**config.mk**
```make
export PLATFORM = sky130hd
export DESIGN_NAME = dps_dev_arbiter
export DESIGN_NICKNAME = d
export VERILOG_FILES = /design/src/rtl/dps_dev_arb_pkg.sv /design/src/rtl/dps_rr_picker.sv /design/src/rtl/dps_dev_arbiter.sv
export SDC_FILE = /design/constraint.sdc
export NUM_CORES = 1
export LEC_CHECK = 0
export ABC_AREA = 0
export BUFFER_PORTS_ARGS = -buffer_cell sky130_fd_sc_hd__buf_2
export CELL_PAD_IN_SITES_DETAIL_PLACEMENT = 0
export CELL_PAD_IN_SITES_GLOBAL_PLACEMENT = 2
export CORE_MARGIN = 4
export CORE_UTILIZATION = 29
export DETAILED_ROUTE_END_ITERATION = 10
export PLACE_DENSITY_LB_ADDON = 0.1
export RECOVER_POWER = 100
export SYNTH_ARGS = -nofsm -noshare
export SYNTH_HDL_FRONTEND = slang
export SYNTH_SLANG_ARGS = --single-unit
```
**constraint.sdc**
```tcl
create_clock -name iCLOCK -period 2.7 [get_ports iCLOCK]
set_input_delay 0.135 -clock iCLOCK [delete_from_list [all_inputs] [get_ports iCLOCK]]
set_output_delay 0.135 -clock iCLOCK [all_outputs]
set_load 0.05 [all_outputs]
```
**src/rtl/dps_dev_arb_pkg.sv**
```systemverilog
// dps_dev_arb_pkg: shared state type and constants for the device-query arbiter
package dps_dev_arb_pkg;
  localparam int DATA_W      = 32;
  localparam int DEF_N_REQ   = 4;
  localparam int DEF_TIMEOUT = 16;
  typedef enum logic [1:0] {IDLE, WAIT, RESP} arbState;
endpackage

```
**src/rtl/dps_rr_picker.sv**
```systemverilog
// dps_rr_picker: combinational round-robin pick, searching upward from lastGrant+1
//   reqVec      in   N_REQ  request levels
//   lastGrant   in   index  most recently served requester
//   grantOneHot out  N_REQ  one-hot pick, all-zero when nothing requests
//   grantIdx    out  index  binary index of the pick
module dps_rr_picker #(
  parameter int N_REQ = 4
) (
  input  logic [N_REQ-1:0]         reqVec,
  input  logic [$clog2(N_REQ)-1:0] lastGrant,
  output logic [N_REQ-1:0]         grantOneHot,
  output logic [$clog2(N_REQ)-1:0] grantIdx
);
  localparam int IW = $clog2(N_REQ);
  logic [IW-1:0] cand;
  // Walk candidates farthest-first so the nearest requester after lastGrant overwrites the rest.
  always_comb begin
    cand     = '0;
    grantIdx = '0;
    for (int k = N_REQ; k >= 1; k--) begin
      cand = IW'((int'(lastGrant) + k) % N_REQ);
      if (reqVec[cand]) grantIdx = cand;
    end
    grantOneHot = (|reqVec) ? N_REQ'(1) << grantIdx : '0;
  end
endmodule

```
**src/rtl/dps_dev_arbiter.sv**
```systemverilog
// dps_dev_arbiter: round-robin arbiter sharing one device query port among N_REQ requesters
//   iCLOCK, iRESET                        clock; asynchronous active-high reset
//   iREQ_VALID / oREQ_ACCEPT              per-requester request levels / one-cycle accept pulse
//   oDEV_REQ_VALID                        one-cycle request pulse to the device
//   iDEV_RSP_VALID / iDEV_RSP_DATA        device response strobe and data
//   oRSP_VALID / oRSP_DATA / oRSP_ERROR   per-requester response pulse, data, timeout flag
//   DPS_DEV_ARBITER_TIMEOUT_EN: when defined, a WAIT lasting TIMEOUT cycles ends with oRSP_ERROR=1
module dps_dev_arbiter
  import dps_dev_arb_pkg::*;
#(
  parameter int N_REQ   = DEF_N_REQ,
  parameter int TIMEOUT = DEF_TIMEOUT
) (
  input  logic              iCLOCK,
  input  logic              iRESET,
  input  logic [N_REQ-1:0]  iREQ_VALID,
  output logic [N_REQ-1:0]  oREQ_ACCEPT,
  output logic              oDEV_REQ_VALID,
  input  logic              iDEV_RSP_VALID,
  input  logic [DATA_W-1:0] iDEV_RSP_DATA,
  output logic [N_REQ-1:0]  oRSP_VALID,
  output logic [DATA_W-1:0] oRSP_DATA,
  output logic              oRSP_ERROR
);
  localparam int IW = $clog2(N_REQ);
  arbState           state, stateNext;
  logic [IW-1:0]     grantIdx, grantIdxNext, lastGrant, lastGrantNext, pickIdx;
  logic [N_REQ-1:0]  pickOneHot, acceptNext, rspValidNext;
  logic              devReqNext;
  logic [DATA_W-1:0] rspDataNext;
`ifdef DPS_DEV_ARBITER_TIMEOUT_EN
  logic [7:0]        waitCnt, waitCntNext;
  logic              rspErrNext;
`else
  assign oRSP_ERROR = 1'b0;
`endif

  dps_rr_picker #(.N_REQ(N_REQ)) uPicker (
    .reqVec(iREQ_VALID),
    .lastGrant(lastGrant),
    .grantOneHot(pickOneHot),
    .grantIdx(pickIdx)
  );

  // All outputs are registered: the *Next values computed here appear one cycle later.
  always_comb begin
    stateNext     = state;
    grantIdxNext  = grantIdx;
    lastGrantNext = lastGrant;
    acceptNext    = '0;
    devReqNext    = 1'b0;
    rspValidNext  = '0;
    rspDataNext   = oRSP_DATA;
`ifdef DPS_DEV_ARBITER_TIMEOUT_EN
    waitCntNext   = '0;
    rspErrNext    = 1'b0;
`endif
    case (state)
      IDLE: if (|iREQ_VALID) begin
        stateNext    = WAIT;
        grantIdxNext = pickIdx;
        acceptNext   = pickOneHot;
        devReqNext   = 1'b1;
      end
      WAIT: if (iDEV_RSP_VALID) begin
        stateNext    = RESP;
        rspDataNext  = iDEV_RSP_DATA;
        rspValidNext = N_REQ'(1) << grantIdx;
      end
`ifdef DPS_DEV_ARBITER_TIMEOUT_EN
      else if (waitCnt == 8'(TIMEOUT - 1)) begin
        stateNext    = RESP;
        rspDataNext  = '0;
        rspErrNext   = 1'b1;
        rspValidNext = N_REQ'(1) << grantIdx;
      end else waitCntNext = waitCnt + 8'd1;
`endif
      RESP: begin
        stateNext     = IDLE;
        lastGrantNext = grantIdx;
      end
      default: stateNext = IDLE;
    endcase
  end

  always_ff @(posedge iCLOCK or posedge iRESET)
    if (iRESET) begin
      state          <= IDLE;
      grantIdx       <= '0;
      lastGrant      <= IW'(N_REQ - 1);
      oREQ_ACCEPT    <= '0;
      oDEV_REQ_VALID <= 1'b0;
      oRSP_VALID     <= '0;
      oRSP_DATA      <= '0;
    end else begin
      state          <= stateNext;
      grantIdx       <= grantIdxNext;
      lastGrant      <= lastGrantNext;
      oREQ_ACCEPT    <= acceptNext;
      oDEV_REQ_VALID <= devReqNext;
      oRSP_VALID     <= rspValidNext;
      oRSP_DATA      <= rspDataNext;
    end

`ifdef DPS_DEV_ARBITER_TIMEOUT_EN
  always_ff @(posedge iCLOCK or posedge iRESET)
    if (iRESET) begin
      waitCnt    <= '0;
      oRSP_ERROR <= 1'b0;
    end else begin
      waitCnt    <= waitCntNext;
      oRSP_ERROR <= rspErrNext;
    end
`endif
endmodule

```
Word-level counts from Yosys, hierarchy flattened
Index checks and enable logic that the tools add are counted.
Word-level totals
  output and inout port bits: 42
  logic and storage cells: 47
  register bits: 47
Cells by class
  $lt $le $gt $ge: 4
  reductions and logical operators: 5
  shift operators: 2
  mux-type cells: 21
  $add $sub $neg: 4
  eq/ne operators: 4
Operators by type and width (count)
  4-bit 2-to-1 mux: 4
  2-bit by 3-bit < comparator with 1-bit output (second input constant): 4
  2-bit 2-to-1 mux: 6
  1-bit binary-select mux with 2-bit select: 4
  1-bit by 2-bit left shift with 4-bit output (first input constant): 2
  1-bit 2-to-1 mux: 6
  2-bit AND reduction: 3
  2-bit by 1-bit adder with 2-bit output (second input constant): 2
  2-bit adder (second input constant): 2
  2-bit inequality test (second input constant): 2
  2-bit one-hot mux with 2 select lines: 1
  4-bit OR reduction: 1
  2-bit by 1-bit == test with 1-bit output (second input constant): 1
  2-bit == test (second input constant): 1
  2-bit zero test: 1

Depth between registers and ports, before layout
  word-level depth: 10
  mapped depth: 5

Modules after synthesis
From an unflattened synthesis, not the netlist that was laid out.
Second synthesis, totals
  cells, all modules: 138
  area, all modules: 2107.0 um^2
Modules (own cells, without submodules)
  dps_dev_arbiter: area each 1876.8 um^2, instances 1, cells each 105
  dps_rr_picker: area each 230.2 um^2, instances 1, cells each 33

Worst setup path after synthesis
OpenSTA, ideal clock, no wires.
  path type: register to register
  start: register lastGrant[0]
  end: register oREQ_ACCEPT[1]
  buffers on the path: 0
  stages on the path, launching flop included: 5
  arrival: 1.135 ns
  library setup time: 0.118 ns
  path slack: 1.448 ns
  path through: dfstp_2 > and2b_1 > o21ai_1 > o211ai_1 > nor2b_1
On the way
  cells in the longest elaborated chain, start to end: 10
RTL lines
  start, declared: line dps_dev_arbiter.sv:27  | logic [IW-1:0] grantIdx, grantIdxNext, lastGrant, lastGrantNext, pickIdx;
  start signal, assigned: line dps_dev_arbiter.sv:90  | lastGrant <= IW'(N_REQ - 1);
  start signal, assigned: line dps_dev_arbiter.sv:98  | lastGrant <= lastGrantNext;
  2-bit by 1-bit adder with 2-bit output: line dps_rr_picker.sv:21  | cand = IW'((int'(lastGrant) + k) % N_REQ);
  1-bit binary-select mux with 2-bit select: line dps_rr_picker.sv:22  | if (reqVec[cand]) grantIdx = cand;
  1-bit 2-to-1 mux (implied by the code): line dps_rr_picker.sv:22
  2-bit 2-to-1 mux (3 in series): line dps_rr_picker.sv:22
  2-bit 2-to-1 mux *: line dps_rr_picker.sv:22
  1-bit by 2-bit left shift with 4-bit output *: line dps_rr_picker.sv:24  | grantOneHot = (|reqVec) ? N_REQ'(1) << grantIdx : '0;
  4-bit 2-to-1 mux *: line dps_dev_arbiter.sv:59  | IDLE: if (|iREQ_VALID) begin
  4-bit 2-to-1 mux *: line dps_dev_arbiter.sv:58  | case (state)
  net acceptNext[1]: line dps_dev_arbiter.sv:28  | logic [N_REQ-1:0] pickOneHot, acceptNext, rspValidNext;
  end signal, assigned: line dps_dev_arbiter.sv:99  | oREQ_ACCEPT <= acceptNext;
  end, declared: line dps_dev_arbiter.sv:17  | output logic [N_REQ-1:0] oREQ_ACCEPT,
Mark *: on every way through the listed nets, which the timed path passes. The rest lies on a longest branch. The select of a mux whose other input is x is not followed.
A chain may end at the register's enable or synchronous reset.

Worst setup path after layout
  start: register state[1]
  end: register oRSP_VALID[3]
On the way
  cells in the longest elaborated chain, start to end: 2
RTL lines
  start, declared: line dps_dev_arbiter.sv:26  | arbState state, stateNext;
  start signal, assigned: line dps_dev_arbiter.sv:96  | state <= stateNext;
  2-bit by 1-bit == test with 1-bit output: line dps_dev_arbiter.sv:58
  4-bit 2-to-1 mux: line dps_dev_arbiter.sv:58
  net rspValidNext[3]: line dps_dev_arbiter.sv:28
  end signal, assigned: line dps_dev_arbiter.sv:101  | oRSP_VALID <= rspValidNext;
  end, declared: line dps_dev_arbiter.sv:21  | output logic [N_REQ-1:0] oRSP_VALID,
The timed path passes the listed nets, and every way through them passes these cells.

==> impl_results.md <==
* Worst Skew at 5.64 ps
* Clock Path Buffers at 2
* Layout cells sized above 1 at 19.3%
* YS warnings at 0
* Insertion delay to the later sink of the worst-skew pair at 290 ps
* Initial DRC count at 33
* Row Count at 28
* Gr ovfl total at 0
* Vias/cell at 4.25
* Core ar. at 0.00606 mm2
* Hold-fix buffers, CTS at 0
* Number of synthesized flops with an enable pin at 0
* Final Worst Setup Slack at 964 ps
* Max Cap Violations at 1
* Detail-routed net length per standard cell at 13.4 um
* Vias in the first global route at 1419
* Failing checks: max-capacitance violations, max-slew violations
* Fmax at 0.576 GHz
* Pint at 1560 uW
* Root Buffer: clkbuf_8
* Syn Std Cell Area at 0.00185 mm2
* Setup Fix Bufs, Post-CTS at 0
* Crit path launch type: flip-flop
* FF-to-FF path depth at 3
* Clock transition at the registers of the reported paths at 90 ps
* Die width at 87.9 um
* Setup TNS at 0 ps
* Crit end category: flip-flop
* Initial antenna violation count at 0
* Crit path DAT at 1970 ps
* First-pass DRT Iterations at 3
* H-Tree Depth at 2
* Top cell type's share of synthesized area at 60.9%
* Tot GR Track Use at 12.0%
* Status: complete, but fails checks
* Worst R2R End: oRSP_VALID[3]
* Syn avg cell area at 9.79 um2
* Slew Limit Fails at 48
* Number of synthesized register bits at 47
* Dpl ws at 1310 ps
* Worst Path Required at 2930 ps
* Sink Count at 47
* Ranking of synthesized cells by area: dfrtp_1, nand2_1, dfstp_2, buf_4, nor2b_1
* Full die area at 0.00772 mm2
* Flop-to-flop setup slack at 960 ps
* Final wirelength at 4.63 mm
* Placed wire-length estimate at 3.20 mm
* Worst min-delay path class: input pin to flip-flop
* RR Startpoint: state[1]
* CTS Buf Count at 5
* Placer Congestion at 0.717
* Ant diodes at 0
* Cells after synthesis at 189
* Total number of vias at 1465
* Slew @ Worst Pin at 1820 ps
* Reg power frac at 35.5%
* Final Power at 3330 uW
* Layout Cells excl Fill at 345
* Peak VDD IR at 0.000436 V
* Final min period at 1740 ps
* Die span in y at 87.9 um
* Top-count cell post-synth: nand2_1
* CTS tree: done
* Finish-stage setup viols at 0
* RSZ-0062 raised after global routing: no
* Register area share after synthesis at 63.7%
* Routed Antenna Nets at 0
* Final Cycle Share at 64.3%
* Number of nets in the layout at 308
* CP Launch Point: state[1]
* Syn nets at 228
* First-pass GRT wire length at 6.99 mm
* CP endpoint: oRSP_VALID[3]
* Most used DFF post-synth: dfrtp_1
* Post-CTS sizing at 0
* Worst slew margin relative to its limit at -21.4%
* Largest net degree at the start of global routing at 48
* PwrDens at 1430 mW/mm2
* Leading area contributor after synthesis: dfrtp_1
* Async SR Flop Fraction at 100%
* CP Class: flip-flop to flip-flop
* DRC Markers at 0
* P_sw at 1770 uW
* Clock network power share at 13.9%
* Area Growth Syn to Fin at 25.6%
* Combinational share of power at 50.6%
* Leak at 0.00121 uW
* IO Pins at 81
* Sw frac at 53.1%
* Critical path fanouts, max at 35
* Commonest cells in the synthesized netlist: nand2_1, dfrtp_1, buf_4, nor2b_1, o21ai_0
* Buffers on Ports at 79
* Final hold viol count at 0
* Placed cells at 337
* Synth cell types at 30
* Initial Utilization at 30.5%
[placed cells by master (no fill, tap or decap), types with 2 or more instances in the layout]
| cell | Yosys | layout |
|---|---|---|
| buf_2 | 3 | 38 |
| nor2_1 | 3 | 3 |
| nor2b_1 | 4 | 4 |
| inv_1 | 3 | 4 |
| dfstp_2 | 2 | 2 |
| clkbuf_8 | 0 | 7 |
| clkbuf_1 | 0 | 42 |
| nand2_1 | 98 | 98 |
| and3_1 | 2 | 2 |
| dfrtp_1 | 45 | 45 |
| o21ai_0 | 4 | 6 |
| nor3_1 | 2 | 3 |
[power groups by stage]
stage / Sequential, uW / Clock, uW / Combinational (uW)
6_report: 1180 / 461 / 1680
5_1_grt: 1230 / 519 / 1800
4_1_cts: 1190 / 487 / 1810
3_5_place_dp: 1210 / 0 / 1800
3_3_place_gp: 1200 / 0 / 1790
2_1_floorplan: 2110 / 0 / 464
[how the worst min path moves through the flow]
stage | slack [ps] | from | cells after the start | to
final | 20 | iDEV_RSP_DATA[12] | 3 | oRSP_DATA[12]
after global placement | 330 | iDEV_RSP_DATA[29] | 3 | oRSP_DATA[29]
after CTS | 8 | iDEV_RSP_DATA[13] | 3 | oRSP_DATA[13]
after global routing | 3 | iDEV_RSP_DATA[12] | 3 | oRSP_DATA[12]
after detailed placement | 330 | iDEV_RSP_DATA[30] | 3 | oRSP_DATA[30]
after floorplan | 240 | iDEV_RSP_DATA[0] | 2 | oRSP_DATA[0]
[flip-flops by register name (all words and copies together), names as in the netlist]
register	cells
grantIdx	2
lastGrant	2
oDEV_REQ_VALID	1
oREQ_ACCEPT	4
oRSP_DATA	32
oRSP_VALID	4
state	2
[cell type report]
type | count | area [um2]
tap | 75 | 93.8
inverter | 4 | 15.0
clock buffer | 8 | 100
timing repair buffer | 80 | 352
sequential | 47 | 1180
fill | 667 | 3740
multi-input combinational | 131 | 584
[critical path, cell delays in order (launching register included)]
cell and delay [ps]:
dfrtp_1 410, nand3b_1 190, inv_1 800, and3_1 260
[stage by stage]
step,hold slack (ps),utilization [%],cell area [um2]
final,24.3,38.3,2320
after global routing,2.71,38.3,2320
after CTS,7.98,39.6,2400
after detailed placement,330,38.0,2300
after global placement,329,38.0,2300
after floorplan,240,-,1850
[kinds of logic after synthesis]
family / after synthesis / synth area share (%)
flip-flops: 47 / 63.7
other: 1 / 0.203
AO/OA/AOI/OAI: 10 / 3.79
AND/OR/NAND/NOR: 119 / 28.5
buffers and inverters: 11 / 3.25
multiplexers: 1 / 0.608
[metal layers]
| metal | part of all wire [%] | GRT usage [%] | routed length (um) |
|---|---|---|---|
| met5 | 0 | 0 | 0 |
| met4 | 1.2 | 4.18 | 56 |
| met3 | 7.3 | 3.39 | 336 |
| met2 | 47 | 19.0 | 2170 |
| met1 | 45 | 15.6 | 2070 |
Note: power is estimated with default switching activity, not from simulation.
